===== src/rtl/alu_pkg.sv =====
// Shared types and constants for the ALU issue stage: operand and opcode widths,
// opcode encodings, the queued command record and small result-flag helpers.
package alu_pkg;

    localparam int DATA_W = 4;
    localparam int OP_W   = 3;

    localparam logic [OP_W-1:0] OP_ADD         = 3'b000;
    localparam logic [OP_W-1:0] OP_SUB         = 3'b001;
    localparam logic [OP_W-1:0] OP_AND         = 3'b010;
    localparam logic [OP_W-1:0] OP_OR          = 3'b011;
    localparam logic [OP_W-1:0] OP_XOR         = 3'b100;
    localparam logic [OP_W-1:0] OP_ILLEGAL_MIN = 3'b101;

    typedef struct packed {
        logic [DATA_W-1:0] a;
        logic [DATA_W-1:0] b;
        logic [OP_W-1:0]   op;
    } alu_cmd_t;

    localparam alu_cmd_t CMD_NONE = '{a: 4'h0, b: 4'h0, op: 3'b000};

    function automatic logic op_is_illegal(input logic [OP_W-1:0] op);
        return (op >= OP_ILLEGAL_MIN);
    endfunction

    function automatic logic result_is_zero(input logic [DATA_W-1:0] r);
        return (r == 4'h0);
    endfunction

endpackage


===== src/rtl/alu_issue_stage_if.sv =====
// Bundles the upstream command handshake, the external ALU hookup and the result
// handshake of the issue stage; slave is the stage's view, master the environment's.
interface alu_issue_stage_if;
    import alu_pkg::*;

    logic              in_valid;
    logic              in_ready;
    logic [DATA_W-1:0] in_a;
    logic [DATA_W-1:0] in_b;
    logic [OP_W-1:0]   in_op;

    logic [DATA_W-1:0] alu_a;
    logic [DATA_W-1:0] alu_b;
    logic [OP_W-1:0]   alu_op;
    logic [DATA_W-1:0] alu_result;

    logic              out_valid;
    logic              out_ready;
    logic [DATA_W-1:0] out_result;
    logic [OP_W-1:0]   out_op;
    logic              out_zero;
    logic              out_illegal;

    modport slave (
        input  in_valid, in_a, in_b, in_op, alu_result, out_ready,
        output in_ready, alu_a, alu_b, alu_op,
               out_valid, out_result, out_op, out_zero, out_illegal
    );

    modport master (
        output in_valid, in_a, in_b, in_op, alu_result, out_ready,
        input  in_ready, alu_a, alu_b, alu_op,
               out_valid, out_result, out_op, out_zero, out_illegal
    );

endinterface


===== src/rtl/alu_cmd_fifo.sv =====
// Synchronous command FIFO with occupancy counter and a head port that reads as
// all-zero while empty; push/pop are internally qualified by full/empty.
module alu_cmd_fifo
    import alu_pkg::*;
#(
    parameter int DEPTH = 4
) (
    input  logic     clk,
    input  logic     rst_n,
    input  logic     push,
    input  logic     pop,
    input  alu_cmd_t wdata,
    output logic     full,
    output logic     empty,
    output alu_cmd_t head
);

    localparam int PTR_W = $clog2(DEPTH);
    localparam int CNT_W = $clog2(DEPTH + 1);

    alu_cmd_t         mem_r [DEPTH];
    logic [PTR_W-1:0] wr_ptr_r;
    logic [PTR_W-1:0] rd_ptr_r;
    logic [CNT_W-1:0] count_r;
    logic             push_ok_s;
    logic             pop_ok_s;

    assign full      = (count_r == CNT_W'(DEPTH));
    assign empty     = (count_r == {CNT_W{1'b0}});
    assign push_ok_s = push & ~full;
    assign pop_ok_s  = pop & ~empty;

    // Storage write; contents are deliberately left uninitialised by reset.
    always_ff @(posedge clk) begin
        if (push_ok_s) begin
            mem_r[wr_ptr_r] <= wdata;
        end
    end

    // Pointer and occupancy update; pointers wrap naturally since DEPTH is a power of two.
    always_ff @(posedge clk) begin
        if (!rst_n) begin
            wr_ptr_r <= {PTR_W{1'b0}};
            rd_ptr_r <= {PTR_W{1'b0}};
            count_r  <= {CNT_W{1'b0}};
        end else begin
            if (push_ok_s) begin
                wr_ptr_r <= wr_ptr_r + PTR_W'(1'b1);
            end
            if (pop_ok_s) begin
                rd_ptr_r <= rd_ptr_r + PTR_W'(1'b1);
            end
            case ({push_ok_s, pop_ok_s})
                2'b10:   count_r <= count_r + CNT_W'(1'b1);
                2'b01:   count_r <= count_r - CNT_W'(1'b1);
                default: count_r <= count_r;
            endcase
        end
    end

    // Head presentation, forced to zero so the ALU sees a quiet input when idle.
    always_comb begin
        head = CMD_NONE;
        if (empty) begin
            head = CMD_NONE;
        end else begin
            head = mem_r[rd_ptr_r];
        end
    end

endmodule


===== src/rtl/alu_issue_stage.sv =====
// Issue stage: queues operand/opcode commands, presents the FIFO head to an external
// combinational ALU and captures its result into a registered valid/ready output slot.
module alu_issue_stage
    import alu_pkg::*;
#(
    parameter int DEPTH = 4
) (
    input logic              clk,
    input logic              rst_n,
    alu_issue_stage_if.slave bus
);

    logic              fifo_full_s;
    logic              fifo_empty_s;
    alu_cmd_t          head_s;
    alu_cmd_t          wdata_s;
    logic              push_s;
    logic              issue_s;

    logic              out_valid_r;
    logic [DATA_W-1:0] out_result_r;
    logic [OP_W-1:0]   out_op_r;
    logic              out_zero_r;
    logic              out_illegal_r;

    // Acceptance never depends on a same-cycle pop, so a full queue always stalls upstream.
    assign bus.in_ready = rst_n & ~fifo_full_s;
    assign push_s       = bus.in_valid & bus.in_ready;
    assign issue_s      = ~fifo_empty_s & (~out_valid_r | bus.out_ready);
    assign wdata_s      = '{a: bus.in_a, b: bus.in_b, op: bus.in_op};

    alu_cmd_fifo #(
        .DEPTH (DEPTH)
    ) u_fifo (
        .clk   (clk),
        .rst_n (rst_n),
        .push  (push_s),
        .pop   (issue_s),
        .wdata (wdata_s),
        .full  (fifo_full_s),
        .empty (fifo_empty_s),
        .head  (head_s)
    );

    assign bus.alu_a  = head_s.a;
    assign bus.alu_b  = head_s.b;
    assign bus.alu_op = head_s.op;

    // Output slot: capture on issue, drain when consumed with nothing queued, else hold.
    always_ff @(posedge clk) begin
        if (!rst_n) begin
            out_valid_r   <= 1'b0;
            out_result_r  <= 4'h0;
            out_op_r      <= 3'b000;
            out_zero_r    <= 1'b1;
            out_illegal_r <= 1'b0;
        end else if (issue_s) begin
            out_valid_r   <= 1'b1;
            out_result_r  <= bus.alu_result;
            out_op_r      <= head_s.op;
            out_zero_r    <= result_is_zero(bus.alu_result);
            out_illegal_r <= op_is_illegal(head_s.op);
        end else if (out_valid_r && bus.out_ready) begin
            out_valid_r   <= 1'b0;
        end else begin
            out_valid_r   <= out_valid_r;
        end
    end

    assign bus.out_valid   = out_valid_r;
    assign bus.out_result  = out_result_r;
    assign bus.out_op      = out_op_r;
    assign bus.out_zero    = out_zero_r;
    assign bus.out_illegal = out_illegal_r;

endmodule


===== src/flat_wrapper.sv =====
// flat-port wrapper written by rule: the top's interface ports become plain ports
module alu_issue_stage_flat import alu_pkg::*;
#(
    parameter int DEPTH = 4
)
  (clk, rst_n, bus_in_valid, bus_in_a, bus_in_b, bus_in_op, bus_alu_result, bus_out_ready, bus_in_ready, bus_alu_a, bus_alu_b, bus_alu_op, bus_out_valid, bus_out_result, bus_out_op, bus_out_zero, bus_out_illegal);
  alu_issue_stage_if bus_i ();
  input logic clk;
  input logic rst_n;
  input wire logic [$bits(bus_i.in_valid)-1:0] bus_in_valid;
  input wire logic [$bits(bus_i.in_a)-1:0] bus_in_a;
  input wire logic [$bits(bus_i.in_b)-1:0] bus_in_b;
  input wire logic [$bits(bus_i.in_op)-1:0] bus_in_op;
  input wire logic [$bits(bus_i.alu_result)-1:0] bus_alu_result;
  input wire logic [$bits(bus_i.out_ready)-1:0] bus_out_ready;
  output wire logic [$bits(bus_i.in_ready)-1:0] bus_in_ready;
  output wire logic [$bits(bus_i.alu_a)-1:0] bus_alu_a;
  output wire logic [$bits(bus_i.alu_b)-1:0] bus_alu_b;
  output wire logic [$bits(bus_i.alu_op)-1:0] bus_alu_op;
  output wire logic [$bits(bus_i.out_valid)-1:0] bus_out_valid;
  output wire logic [$bits(bus_i.out_result)-1:0] bus_out_result;
  output wire logic [$bits(bus_i.out_op)-1:0] bus_out_op;
  output wire logic [$bits(bus_i.out_zero)-1:0] bus_out_zero;
  output wire logic [$bits(bus_i.out_illegal)-1:0] bus_out_illegal;
  assign bus_i.in_valid = bus_in_valid;
  assign bus_i.in_a = bus_in_a;
  assign bus_i.in_b = bus_in_b;
  assign bus_i.in_op = bus_in_op;
  assign bus_i.alu_result = bus_alu_result;
  assign bus_i.out_ready = bus_out_ready;
  assign bus_in_ready = bus_i.in_ready;
  assign bus_alu_a = bus_i.alu_a;
  assign bus_alu_b = bus_i.alu_b;
  assign bus_alu_op = bus_i.alu_op;
  assign bus_out_valid = bus_i.out_valid;
  assign bus_out_result = bus_i.out_result;
  assign bus_out_op = bus_i.out_op;
  assign bus_out_zero = bus_i.out_zero;
  assign bus_out_illegal = bus_i.out_illegal;
  alu_issue_stage #(.DEPTH(DEPTH)) u_core (.clk(clk), .rst_n(rst_n), .bus(bus_i));
endmodule

===== config.mk =====
export PLATFORM = sky130hd
export DESIGN_NAME = alu_issue_stage_flat
export DESIGN_NICKNAME = d
export VERILOG_FILES = /design/src/rtl/alu_pkg.sv /design/src/rtl/alu_issue_stage_if.sv /design/src/rtl/alu_cmd_fifo.sv /design/src/rtl/alu_issue_stage.sv /design/src/flat_wrapper.sv
export SDC_FILE = /design/constraint.sdc
export NUM_CORES = 1
export LEC_CHECK = 0
export CAP_MARGIN = 15
export CORE_MARGIN = 2
export CORE_UTILIZATION = 38
export CTS_BUF_LIST = sky130_fd_sc_hd__clkbuf_2 sky130_fd_sc_hd__clkbuf_4 sky130_fd_sc_hd__clkbuf_8
export CTS_CLUSTER_DIAMETER = 60
export DETAILED_ROUTE_END_ITERATION = 7
export PLACE_DENSITY = 0.58
export SYNTH_ARGS = -nofsm -noshare
export SYNTH_HDL_FRONTEND = slang
export SYNTH_HIERARCHICAL = 1
export SYNTH_SLANG_ARGS = --single-unit

===== constraint.sdc =====
create_clock -name clk -period 2.8 [get_ports clk]
set_input_delay 0.28 -clock clk [delete_from_list [all_inputs] [get_ports clk]]
set_output_delay 0.28 -clock clk [all_outputs]
set_load 0.01 [all_outputs]

==> metrics.cfg <==
[outcome]
run_status = complete, no violations

[worst_hold_path]
hold_path.class = reg -> reg
hold_start = u_core/bus.out_result[1]
worstHoldEndpoint = u_core/bus.out_result[1]
depth_of_the_worst_hold_timing_path = 2

[setup_path]
cpLargestDelayFamily = simple AND/OR/NAND/NOR gates
worst-endpoint-arrival_ns = 2.73
timing.critical_path.cells = nor3b_2, nor2b_1, and2_1, nor2b_1, inv_1, ha_1, inv_1, fa_1, xor2_1, or3_1, a21boi_0
critical_path.max_stage_delay_ns = 0.41
ff_to_ff_setup_slack_ns = 0.31
critical_path_depth = 11
critPathMaxFanout = 4
timing.rr.end = u_core/u_fifo/count_r[2]
worstPathRequired_ns = 3.05
worst_r2r_path_depth = 11
r2r_start = u_core/u_fifo/count_r[2]
cp_num_buf_inv = 2
crit_path_top_delay_cell = dfxtp_1
crit_type = reg -> reg
critPathCaptureType = register
setup_crit_start_kind = register

[sta]
hold_slack_ns = 0.4610
timing_hold_violations_final = 0
setup_total_negative_slack_ns = 0
min_period_over_period_pct = 88.80
unrepaired_setup_endpoints_after_global_routing = false
report.final.setup_viol = 0
timing.clock.skew_ns = 0.007894
final_max_slew_viol_count = 0
clock.fmax_mhz = 402.2
layout_min_cycle_time_ns = 2.486
worstMarginPinSlew_ns = 0.6484
max_slew_margin_pct = 56.77

[synthesis]
netlist_instances = 168
postSynthNetCount = 193
yosysSeqAreaShare_pct = 65.61
synth_area_sq_um = 2594
synth.distinct_cells = 30
synth_seq_cells = 63
top_reg_cell_synth = edfxtp_1
ys.warnings.count = 6
syn_avg_cell_area_sq_um = 15.44
fraction_of_registers_with_async_set_or_reset_after_synthesis_pct = 0
synth_enable_flop_cells = 44

[drt]
routed_wl_um = 4755
dr.pass1.iters = 4
ant_nets = 0
detail_route.wl_per_cell_um = 15.80
routed-via-count = 1481
detailedRoute.firstIterationViolations = 91
vias_per_cell = 4.920
remaining_drc_errors = 0

[cells_and_area]
final_area_sq_um = 3276
diode_insertion_count_for_antenna_repair = 0
syn2layout_area_growth_pct = 26.29
post_route_cells_drive_above_1_share_pct = 15.38
nets = 243

[die]
start_util_pct = 38.82
die_area_sq_um = 7502
std_cell_rows = 30
design.portCount = 41
fp.coreArea_sq_um = 6681
die_w_um = 86.62
die_h_um = 86.62

[grt]
grt_pass1_wl_um = 7728
grt_util_met2_pct = 22.94
grt-busiest-layer = met2
overflow = 0
grt_use_met3_pct = 3.810
use_met1_pct = 17.15
grt_pass1_vias = 1554
initial_antenna_violation_count = 0
grt_util_all_layers_pct = 13.94
grt_start_max_net_pins = 29

[clock_network]
clk-insertion-delay-late_ns = 0.32
cts_inserted_buffers = 9
clock_tree.htree_level_count = 3
cts-resized-gates = 0
cts-root-buf = clkbuf_8
cts-root-to-sink-buffers = 2
hold_buffers = 0
cts_num_sinks = 63
post-cts-setup-buffer-count = 0
cts_tree = built
clkSlewWorstSetupHoldPaths_ns = 0.06

[pwr]
ir_drop_uv = 385.6
p_leak_nw = 1.098
pwr_density_cell_nw_per_um2 = 839.0

[job]
max-cap-violations = 0

[place]
gp_congestion = 0.7276
port_buffers = 40
detailed_place.area_sq_um = 3100
post-dp-hpwl_um = 3221

[routing by layer]
metal / share of wire, % / vias to the layer above / routed length [um]
li1: - / 711 / -
met1: 45 / 731 / 2138
met2: 50 / 31 / 2388
met3: 3.3 / 8 / 158
met4: 1.5 / 0 / 70
met5: 0 / - / 0
[report_power, final]
| group | total [mW] | internal, mW | switching [mW] |
|---|---|---|---|
| Combinational | 0.889 | 0.479 | 0.411 |
| Clock | 0.712 | 0.394 | 0.318 |
| Sequential | 1.15 | 1.09 | 0.0577 |
| Total | 2.75 | 1.96 | 0.786 |
[registers in the layout, indices dropped and copies added (netlist names), named ones only]
register                count
u_core/bus.out_illegal      1
u_core/bus.out_op           3
u_core/bus.out_result       4
u_core/bus.out_valid        1
u_core/bus.out_zero         1
u_core/u_fifo/count_r       3
u_core/u_fifo/mem_r        44
u_core/u_fifo/rd_ptr_r      2
u_core/u_fifo/wr_ptr_r      2
[per-stage QoR]
| stage | instances | setup WS [ns] | utilization [%] | power [mW] |
|---|---|---|---|---|
| floorplan | 168 | 0.3282 | - | 1.676 |
| global placement | 287 | 0.3477 | 46.40 | 2.049 |
| detailed placement | 287 | 0.2296 | 46.40 | 2.071 |
| CTS | 301 | 0.3256 | 49.03 | 2.797 |
| global route | 301 | 0.09899 | 49.03 | 2.899 |
| finish | 301 | 0.3135 | 49.03 | 2.748 |
[cell type report]
| class | instances | area, sq um |
|---|---|---|
| fill | 583 | 3406 |
| sequential | 63 | 1702 |
| multi-input combinational | 91 | 827.0 |
| timing repair buffer | 46 | 445.4 |
| clock buffer | 9 | 123.9 |
| tap | 80 | 100.1 |
| clock inverter | 5 | 51.30 |
| inverter | 7 | 26.28 |
[Yosys cell counts (2+ instances only)]
| library cell | n | area [sq um] |
|---|---|---|
| or3_1 | 2 | 12.51 |
| and2_1 | 7 | 43.79 |
| mux2i_1 | 10 | 100.1 |
| ha_1 | 5 | 62.56 |
| mux4_2 | 10 | 225.2 |
| nor2b_4 | 2 | 27.53 |
| nor2b_1 | 13 | 81.33 |
| o21ai_0 | 6 | 30.03 |
| buf_2 | 4 | 20.02 |
| nand2_1 | 22 | 82.58 |
| inv_1 | 7 | 26.28 |
| edfxtp_1 | 44 | 1321 |
| dfxtp_1 | 19 | 380.4 |
[worst max path at each step]
stage	startpoint	slack, ns	endpoint
finish	u_core/u_fifo/count_r[2]	0.31	u_core/u_fifo/count_r[2]
global route	u_core/u_fifo/count_r[2]	0.1	u_core/u_fifo/count_r[2]
CTS	u_core/u_fifo/count_r[2]	0.33	u_core/u_fifo/count_r[2]
detailed placement	rst_n	0.23	u_core/u_fifo/count_r[2]
global placement	bus_out_ready	0.35	u_core/u_fifo/count_r[2]
floorplan	u_core/u_fifo/count_r[0]	0.33	u_core/u_fifo/count_r[2]
[layout by cell type, fill, tap and decap left out]
cell / count
fa_1: 1
nor3b_2: 1
o211ai_1: 1
mux2i_1: 10
clkinv_1: 1
clkdlybuf4s50_1: 40
nor2b_4: 2
ha_1: 5
nand4bb_1: 1
or4_1: 1
nor2_4: 1
dfxtp_1: 19
buf_4: 6
o21a_1: 1
nor2b_1: 13
nand2_1: 22
o311ai_1: 1
o21ai_0: 6
edfxtp_1: 44
mux4_1: 1
a21boi_1: 1
xor2_1: 1
mux4_2: 10
nor3_4: 1
xnor2_1: 1
and2_1: 7
bufinv_16: 1
clkbuf_8: 9
or3_1: 2
a21boi_0: 1
clkinvlp_4: 1
inv_1: 7
clkinv_2: 2
[tightest hold or removal path: cells and delay by family (launching register included)]
kind          cells  cell delay, ns
mux               1            0.05
flops             1            0.31
simple gates      1            0.05
[cells by family (layout without fill, tap and decap cells)]
kind of cell,count (synthesis),after routing,synth area share [%]
buf+inv,14,67,2.508
mux,21,21,13.56
compound gates,11,11,2.654
flops,63,63,65.61
xor+xnor,2,2,0.6755
simple gates,51,51,11.82
fa+ha+maj,6,6,3.184
(Power assumes the default switching activity.)
